--- config.mk ---
export PLATFORM = sky130hd
export DESIGN_NAME = fetch_stage_flat
export DESIGN_NICKNAME = d
export VERILOG_FILES = /design/src/rtl/rv32i_pkg.sv /design/src/rtl/fetch_stage_if.sv /design/src/rtl/if_id_reg.sv /design/src/rtl/fetch_stage.sv /design/src/flat_wrapper.sv
export SDC_FILE = /design/constraint.sdc
export NUM_CORES = 1
export LEC_CHECK = 0
export CELL_PAD_IN_SITES_DETAIL_PLACEMENT = 0
export CELL_PAD_IN_SITES_GLOBAL_PLACEMENT = 1
export CORE_MARGIN = 8
export CORE_UTILIZATION = 33
export CTS_CLUSTER_DIAMETER = 30
export DETAILED_ROUTE_END_ITERATION = 6
export PLACE_DENSITY = 0.83
export SETUP_SLACK_MARGIN = 0.05
export SLEW_MARGIN = 20
export SYNTH_ARGS = -nofsm -noshare
export SYNTH_HDL_FRONTEND = slang
export SYNTH_SLANG_ARGS = --single-unit
--- constraint.sdc ---
create_clock -name i_clk -period 2.31 [get_ports i_clk]
set_clock_uncertainty 0.1 [all_clocks]
set_input_delay 0.462 -clock i_clk [delete_from_list [all_inputs] [get_ports i_clk]]
set_output_delay 0.462 -clock i_clk [all_outputs]
set_load 0.03 [all_outputs]
--- src/rtl/rv32i_pkg.sv ---
// Shared RV32I definitions: base opcodes, fetch reset/bubble encodings and fetch state encoding.
package rv32i_pkg;

   localparam logic [6:0] OPC_LUI    = 7'b0110111;
   localparam logic [6:0] OPC_AUIPC  = 7'b0010111;
   localparam logic [6:0] OPC_JAL    = 7'b1101111;
   localparam logic [6:0] OPC_JALR   = 7'b1100111;
   localparam logic [6:0] OPC_BRANCH = 7'b1100011;
   localparam logic [6:0] OPC_LOAD   = 7'b0000011;
   localparam logic [6:0] OPC_STORE  = 7'b0100011;
   localparam logic [6:0] OPC_OP_IMM = 7'b0010011;
   localparam logic [6:0] OPC_OP_REG = 7'b0110011;

   // addi x0,x0,0 is the architectural NOP used for every pipeline bubble
   localparam logic [31:0] NOP_INST           = 32'h0000_0013;
   localparam logic [31:0] DEFAULT_RESET_ADDR = 32'h0000_0000;

   typedef enum logic [1:0] {
      S_BOOT = 2'd0,
      S_RUN  = 2'd1,
      S_HALT = 2'd2
   } fetchState_e;

   function automatic logic isWordAligned(input logic [31:0] addr);
      return (addr[1:0] == 2'b00);
   endfunction

endpackage

--- src/rtl/fetch_stage_if.sv ---
// Fetch-stage signal bundle: instruction-memory port, hazard/redirect controls and IF/ID outputs.
interface fetch_stage_if;

   logic [31:0] o_imem_raddr;
   logic [31:0] i_imem_rdata;
   logic        i_stall;
   logic        i_redirect_en;
   logic [31:0] i_redirect_target;
   logic        i_halt;
   logic [31:0] o_if_inst;
   logic [31:0] o_if_pc;
   logic [31:0] o_if_pc_plus4;
   logic        o_if_valid;
   logic        o_halted;
   logic        o_trap_misaligned;

   modport master (
      output o_imem_raddr,
      input  i_imem_rdata,
      input  i_stall,
      input  i_redirect_en,
      input  i_redirect_target,
      input  i_halt,
      output o_if_inst,
      output o_if_pc,
      output o_if_pc_plus4,
      output o_if_valid,
      output o_halted,
      output o_trap_misaligned
   );

   modport slave (
      input  o_imem_raddr,
      output i_imem_rdata,
      output i_stall,
      output i_redirect_en,
      output i_redirect_target,
      output i_halt,
      input  o_if_inst,
      input  o_if_pc,
      input  o_if_pc_plus4,
      input  o_if_valid,
      input  o_halted,
      input  o_trap_misaligned
   );

endinterface

--- src/rtl/if_id_reg.sv ---
// IF/ID pipeline register. Bubble outranks hold so a flush always clears a stalled entry.
module if_id_reg #(
   parameter logic [31:0] BUBBLE_INST = 32'h0000_0013
) (
   input  logic        clk_i,
   input  logic        rst_i,
   input  logic        hold_i,
   input  logic        bubble_i,
   input  logic [31:0] inst_i,
   input  logic [31:0] pc_i,
   input  logic [31:0] pcPlus4_i,
   output logic [31:0] inst_o,
   output logic [31:0] pc_o,
   output logic [31:0] pcPlus4_o,
   output logic        valid_o
);

   logic [31:0] instQ;
   logic [31:0] pcQ;
   logic [31:0] pcPlus4Q;
   logic        validQ;

   always_ff @(posedge clk_i) begin
      if (rst_i) begin
         instQ    <= BUBBLE_INST;
         pcQ      <= 32'd0;
         pcPlus4Q <= 32'd0;
         validQ   <= 1'b0;
      end else if (bubble_i) begin
         // bubble keeps the stale PC fields; only the instruction and valid matter downstream
         instQ  <= BUBBLE_INST;
         validQ <= 1'b0;
      end else if (!hold_i) begin
         instQ    <= inst_i;
         pcQ      <= pc_i;
         pcPlus4Q <= pcPlus4_i;
         validQ   <= 1'b1;
      end
   end

   assign inst_o    = instQ;
   assign pc_o      = pcQ;
   assign pcPlus4_o = pcPlus4Q;
   assign valid_o   = validQ;

endmodule

--- src/rtl/fetch_stage.sv ---
// RV32I instruction-fetch stage: owns the PC, sequences BOOT/RUN/HALT and feeds the IF/ID register.
module fetch_stage
   import rv32i_pkg::*;
#(
   parameter logic [31:0] RESET_ADDR = DEFAULT_RESET_ADDR,
   parameter logic [31:0] NOP_INST   = rv32i_pkg::NOP_INST
) (
   input  logic          i_clk,
   input  logic          i_rst,
   fetch_stage_if.master bus
);

   fetchState_e stateQ, stateD;
   logic [31:0] pcQ, pcD;
   logic        trapQ, trapD;
   logic        ifHold;
   logic        ifBubble;
   logic [31:0] pcPlus4;

   assign pcPlus4 = pcQ + 32'd4;

   always_ff @(posedge i_clk) begin
      if (i_rst) begin
         stateQ <= S_BOOT;
         pcQ    <= RESET_ADDR;
         trapQ  <= 1'b0;
      end else begin
         stateQ <= stateD;
         pcQ    <= pcD;
         trapQ  <= trapD;
      end
   end

   // Halt outranks redirect, redirect outranks stall; HALT is left only through reset.
   always_comb begin
      stateD   = stateQ;
      pcD      = pcQ;
      trapD    = trapQ;
      ifHold   = 1'b0;
      ifBubble = 1'b0;
      case (stateQ)
         S_BOOT: begin
            ifBubble = 1'b1;
            stateD   = bus.i_halt ? S_HALT : S_RUN;
         end
         S_RUN: begin
            if (bus.i_halt) begin
               stateD   = S_HALT;
               ifBubble = 1'b1;
            end else if (bus.i_redirect_en && !isWordAligned(bus.i_redirect_target)) begin
               trapD    = 1'b1;
               stateD   = S_HALT;
               ifBubble = 1'b1;
            end else if (bus.i_redirect_en) begin
               pcD      = bus.i_redirect_target;
               ifBubble = 1'b1;
            end else if (bus.i_stall) begin
               ifHold = 1'b1;
            end else begin
               pcD = pcPlus4;
            end
         end
         S_HALT: begin
            ifBubble = 1'b1;
         end
         default: begin
            stateD   = S_BOOT;
            ifBubble = 1'b1;
         end
      endcase
   end

   if_id_reg #(
      .BUBBLE_INST (NOP_INST)
   ) u_if_id_reg (
      .clk_i     (i_clk),
      .rst_i     (i_rst),
      .hold_i    (ifHold),
      .bubble_i  (ifBubble),
      .inst_i    (bus.i_imem_rdata),
      .pc_i      (pcQ),
      .pcPlus4_i (pcPlus4),
      .inst_o    (bus.o_if_inst),
      .pc_o      (bus.o_if_pc),
      .pcPlus4_o (bus.o_if_pc_plus4),
      .valid_o   (bus.o_if_valid)
   );

   assign bus.o_imem_raddr      = pcQ;
   assign bus.o_halted          = (stateQ == S_HALT);
   assign bus.o_trap_misaligned = trapQ;

endmodule

--- src/flat_wrapper.sv ---
// flat-port wrapper written by rule: the top's interface ports become plain ports
module fetch_stage_flat import rv32i_pkg::*;
#(
   parameter logic [31:0] RESET_ADDR = DEFAULT_RESET_ADDR,
   parameter logic [31:0] NOP_INST   = rv32i_pkg::NOP_INST
)
  (i_clk, i_rst, bus_o_imem_raddr, bus_i_imem_rdata, bus_i_stall, bus_i_redirect_en, bus_i_redirect_target, bus_i_halt, bus_o_if_inst, bus_o_if_pc, bus_o_if_pc_plus4, bus_o_if_valid, bus_o_halted, bus_o_trap_misaligned);
  fetch_stage_if bus_i ();
  input  logic i_clk;
  input  logic i_rst;
  output wire logic [$bits(bus_i.o_imem_raddr)-1:0] bus_o_imem_raddr;
  input wire logic [$bits(bus_i.i_imem_rdata)-1:0] bus_i_imem_rdata;
  input wire logic [$bits(bus_i.i_stall)-1:0] bus_i_stall;
  input wire logic [$bits(bus_i.i_redirect_en)-1:0] bus_i_redirect_en;
  input wire logic [$bits(bus_i.i_redirect_target)-1:0] bus_i_redirect_target;
  input wire logic [$bits(bus_i.i_halt)-1:0] bus_i_halt;
  output wire logic [$bits(bus_i.o_if_inst)-1:0] bus_o_if_inst;
  output wire logic [$bits(bus_i.o_if_pc)-1:0] bus_o_if_pc;
  output wire logic [$bits(bus_i.o_if_pc_plus4)-1:0] bus_o_if_pc_plus4;
  output wire logic [$bits(bus_i.o_if_valid)-1:0] bus_o_if_valid;
  output wire logic [$bits(bus_i.o_halted)-1:0] bus_o_halted;
  output wire logic [$bits(bus_i.o_trap_misaligned)-1:0] bus_o_trap_misaligned;
  assign bus_o_imem_raddr = bus_i.o_imem_raddr;
  assign bus_i.i_imem_rdata = bus_i_imem_rdata;
  assign bus_i.i_stall = bus_i_stall;
  assign bus_i.i_redirect_en = bus_i_redirect_en;
  assign bus_i.i_redirect_target = bus_i_redirect_target;
  assign bus_i.i_halt = bus_i_halt;
  assign bus_o_if_inst = bus_i.o_if_inst;
  assign bus_o_if_pc = bus_i.o_if_pc;
  assign bus_o_if_pc_plus4 = bus_i.o_if_pc_plus4;
  assign bus_o_if_valid = bus_i.o_if_valid;
  assign bus_o_halted = bus_i.o_halted;
  assign bus_o_trap_misaligned = bus_i.o_trap_misaligned;
  fetch_stage #(.RESET_ADDR(RESET_ADDR), .NOP_INST(NOP_INST)) u_core (.i_clk(i_clk), .i_rst(i_rst), .bus(bus_i));
endmodule
# Word-level counts from Yosys, hierarchy flattened
# Cells that the tools add are included.
dict set report word_totals {
  out_inout_bits 131
  register_bits 132
  word_cells 41
  inputBits 69
}
dict set report classes {
  n_bitwise 5
  n_addsub 1
  muxes 15
  reduce_logical 9
  eq_ne 4
}
# cell n
set op_table {}
lappend op_table {{32-bit two-way mux} 2}
lappend op_table {{32-bit by 3-bit adder with 32-bit output (second input constant)} 1}
lappend op_table {{1-bit two-way mux} 9}
lappend op_table {{2-bit two-way mux} 3}
lappend op_table {{2-bit case mux with 3 select lines} 1}
lappend op_table {{1-bit inverter} 5}
lappend op_table {{2-bit logical NOT} 2}
lappend op_table {{2-bit AND reduction} 2}
lappend op_table {{4-bit AND reduction} 1}
lappend op_table {{3-bit by 2-bit inequality test with 1-bit output (second input constant)} 1}
lappend op_table {{3-bit AND reduction} 1}
lappend op_table {{2-bit by 1-bit equality test with 1-bit output (second input constant)} 1}
lappend op_table {{2-bit equality test (second input constant)} 1}
lappend op_table {{2-bit by 1-bit inequality test with 1-bit output (second input constant)} 1}
lappend op_table {{2-bit OR reduction} 1}
lappend op_table {{1-bit logical AND} 1}
lappend op_table {{1-bit logical NOT} 1}

# Depth between registers and ports, before layout
dict set report logic_depth {
  ltp_word 8
  depth_mapped 8
  ltp_nobuf 5
}

# Cells and area by module
# A second synthesis with hierarchy kept.
dict set report unflattened {
  hier_cells 715
  hier_area_um2 6287.3
}
# mod instances seq_area_each_um2 cells_per_inst area_each_um2
set modules_own_cells {}
lappend modules_own_cells {if_id_reg 1 1941.9 398 3837.4}
lappend modules_own_cells {fetch_stage 1 700.7 317 2449.8}

# Worst setup path after synthesis
# OpenSTA, ideal clock, no wires.
dict set report synth_timing {
  path_kind {flip-flop to flip-flop}
  from {reg u_core.pcQ[2] (netlist: u_core.bus.o_imem_raddr[2])}
  to {reg u_core.pcQ[24] (netlist: u_core.bus.o_imem_raddr[24])}
  period_less_slack_ps 2367
  path_buffers 1
  required_time_ps 2136
  t_arrival_ps 2193
  stages_incl_launch_ff 7
  setup_ps 74
  slack_ps -57
  path_cell_list {dfxtp_1 ha_1 and4_1 clkbuf_1 nand3_1 or4_1 a31oi_1}
}
dict set report synth_between {
  elab_chain_len 3
}
# item line_no
set synth_lines {}
lappend synth_lines {{from (decl)} fetch_stage.sv:14} ;# logic [31:0] pcQ, pcD;
lappend synth_lines {{from (signal assigned)} fetch_stage.sv:29} ;# pcQ <= pcD;
lappend synth_lines {{32-bit by 3-bit adder with 32-bit output} fetch_stage.sv:20} ;# assign pcPlus4 = pcQ + 32'd4;
lappend synth_lines {{32-bit two-way mux} fetch_stage.sv:57} ;# end else if (bus.i_stall) begin
lappend synth_lines {{32-bit two-way mux} fetch_stage.sv:54} ;# end else if (bus.i_redirect_en) begin
# Every way passes these cells. The select of a mux whose other input is x is not followed.
# A chain may end at the register's enable or synchronous reset.

# Worst setup path in the final report
dict set report layout_timing {
  from {reg u_core.pcQ[17] (netlist: u_core.bus.o_imem_raddr[17])}
  to {out bus_o_imem_raddr[17]}
}
# item line_no
set layout_rtl {}
lappend layout_rtl {{to (decl)} flat_wrapper.sv:11} ;# output wire logic [$bits(bus_i.o_imem_raddr)-1:0] bus_o_imem_raddr;
# No word-level cell between the ends.

==> impl_metrics.env <==
export IMPL_status="finished, final reports clean"
export IMPL_hold_start="u_core.u_if_id_reg.pc_o[5]$_SDFFE_PP0P_"
export IMPL_p_per_area_nw_per_um2=599.9
export IMPL_arrival_ns=1.64
export IMPL_synthTopCellsByArea="dfxtp_1, nand2_1, mux2i_1"
export IMPL_ctsHoldBuffers=0
export IMPL_cts_sinks=130
export IMPL_maxSlewHeadroom=0.6195
export IMPL_wl_per_cell_um=18.77
export IMPL_timing_final_ws_setup_ns=0.1076
export IMPL_cts_max_level=4
export IMPL_drv_slew=0
export IMPL_synth_most_common_cell="dfxtp_1"
export IMPL_num_rows=49
export IMPL_maxCapViolations=0
export IMPL_initial_utilization=0.3352
export IMPL_async_flop_share=0
export IMPL_grt_pass1_vias=6093
export IMPL_ys_seq_area_frac=0.4337
export IMPL_path_clk_slew_ns=0.06
export IMPL_drive_above_1_share=0.1377
export IMPL_final_nets=1008
export IMPL_ys_flop_type="dfxtp_1"
export IMPL_syn_area_per_cell_um2=8.311
export IMPL_grt_usage=0.1914
export IMPL_clockBufferDepth=2
export IMPL_synth_edff_count=0
export IMPL_die_w_um=150.9
export IMPL_dieArea_um2=22760
export IMPL_dpl_worst_slack_ns=-0.2647
export IMPL_cts_buffers=17
export IMPL_ys_ff_latch=130
export IMPL_fin_crit_sh=0.9534
export IMPL_cts_tree="yes"
export IMPL_gp_congestion=0.8489
export IMPL_crit_path_end_kind="output pin"
export IMPL_antenna_found_initial=0
export IMPL_vias_per_cell=5.287
export IMPL_synth_cells=722
export IMPL_synth_area_um2=6001
export IMPL_tightest_slew_ns=0.5708
export IMPL_final_area_um2=9191
export IMPL_p_total_w=0.005514
export IMPL_grt_max_degree=40
export IMPL_dr_pass1_iters=5
export IMPL_place_hpwl_mm=16.11
export IMPL_hold_viol_final=0
export IMPL_critPathLaunch="u_core.bus.o_imem_raddr[17]$_SDFFE_PP0P_"
export IMPL_rsz0062_at_grt="false"
export IMPL_path_class="reg -> out"
export IMPL_hp_class="reg -> reg"
export IMPL_yosysWarnings=0
export IMPL_synth_cell_types=62
export IMPL_synth_fp_nets=792
export IMPL_clockRootBuffer="clkbuf_16"
export IMPL_final_setup_viol_count=0
export IMPL_io_buffers=199
export IMPL_vdd_drop_max_uv=549.7
export IMPL_cp_required_ns=1.75
export IMPL_timing_fmax_mhz=454.1
export IMPL_io_pins=200
export IMPL_finalCriticalPeriod_ns=2.202
export IMPL_synth_top_area_frac=0.4337
export IMPL_cp_max_fo=8
export IMPL_drtIter0Drc=458
export IMPL_wl_mm=22.15
export IMPL_leakage_nw=3.423
export IMPL_core_area_um2=17900
export IMPL_die_height_um=150.9
export IMPL_startpoint_type="register"
export IMPL_grt_pass1_wl_mm=34.05
export IMPL_r2r_start="u_core.bus.o_imem_raddr[7]$_SDFFE_PP0P_"
export IMPL_num_vias=6239
export IMPL_ant_nets=0
export IMPL_worstSkewPairLatency_ns=0.42
export IMPL_grt_overflow=0
export IMPL_placed_area_um2=8582
export IMPL_diodes=0
export IMPL_yosys_area_top_type="dfxtp_1"
export IMPL_synthTopCellsByCount="dfxtp_1, nand2_1, nor2_1"
export IMPL_setup_tns_final_ns=0
export IMPL_areaGrowthSynthToFinish_pct=53.17
export IMPL_drcViolationCount=0
export IMPL_whs_ns=0.3515
[sequential cells by signal, summed over array words and instances, names as in the netlist]
register / flops
u_core.bus.o_imem_raddr: 32
u_core.u_if_id_reg.inst_o: 32
u_core.u_if_id_reg.pc_o: 32
u_core.u_if_id_reg.pcPlus4_o: 30
u_core.stateQ: 2
u_core.bus.o_trap_misaligned: 1
u_core.u_if_id_reg.valid_o: 1
[report_power, final]
| group | total [W] | switching, W | internal [W] |
|---|---|---|---|
| Sequential | 0.00229 | 0.0000257 | 0.00227 |
| Combinational | 0.000483 | 0.000245 | 0.000238 |
| Clock | 0.00274 | 0.00106 | 0.00168 |
[what timing repair did]
action,4_1_cts,5_1_grt
endpoints found under the hold margin,0,0
resized for setup,10,10
setup buffers,0,0
endpoints found under the setup margin,10,13
[cell families (layout without fill, tap and decap cells)]
kind of cell | after synthesis | after routing | synth area share
simple gates | 269 | 269 | 0.2239
compound gates | 192 | 192 | 0.2075
flops | 130 | 130 | 0.4337
buf+inv | 85 | 314 | 0.06026
mux | 33 | 33 | 0.05505
xor+xnor | 12 | 12 | 0.01751
fa+ha+maj | 1 | 1 | 0.002085
[per-stage QoR]
step	cells	util
floorplan	722	-
global route	1180	0.5134
global placement	1148	0.4794
CTS	1180	0.5120
detailed placement	1148	0.4794
finish	1180	0.5134
[placed cells by master, fill, tap and decap left out, types with 4 or more instances in the layout]
master	instances
buf_4	71
a22oi_1	11
dfxtp_2	4
xnor2_1	6
nor3_1	12
nand3_1	26
xor2_1	6
buf_12	5
clkinv_2	4
o21ai_0	39
nor3b_1	5
dlygate4sd2_1	10
nand4_1	18
a31oi_1	19
inv_1	7
or3_1	7
mux2i_1	33
and4_1	6
a21oi_1	53
a32o_1	6
nor4_1	7
nor2_1	58
o2111ai_1	8
or4_1	10
a211oi_1	9
clkbuf_16	17
o31ai_1	8
dlymetal6s2s_1	9
nand2_1	91
o211ai_1	11
o311ai_0	4
a22o_1	4
dfxtp_1	126
nor2b_1	4
clkdlybuf4s50_1	177
[path summary, 6_finish.rpt]
check / to / slack [ns] / depth (start not counted)
hold reg to reg: u_core.u_if_id_reg.pc_o[5]$_SDFFE_PP0P_ / 0.35 / 2
hold / removal: u_core.u_if_id_reg.pc_o[5]$_SDFFE_PP0P_ / 0.35 / 2
setup / recovery: bus_o_imem_raddr[17] / 0.11 / 2
setup reg to reg: u_core.bus.o_imem_raddr[28]$_SDFFE_PP0P_ / 0.18 / 4
[final cells by class]
class / count / area, um2
Clock buffer: 20 / 466.7
Clock inverter: 12 / 130.1
Fill cell: 1738 / 8711
Inverter: 7 / 26.28
Multi-Input combinational cell: 507 / 3054
Sequential cell: 130 / 2608
Tap cell: 229 / 286.5
Timing Repair Buffer: 275 / 2620
[layer usage]
layer  share of wire  vias up  wire length, um  track usage
li1                -     3048                -            -
met1            0.43     3001             9473       0.2355
met2            0.49      172            10740       0.3094
met3           0.074       18             1649      0.06334
met4           0.013        0              282      0.06333
met5               0        -                0            0
[critical path: stages (launching register included)]
cell and delay [ns]:
dfxtp_1 0.35, buf_4 0.18, clkdlybuf4s50_1 0.69
(Power assumes the default switching activity.)
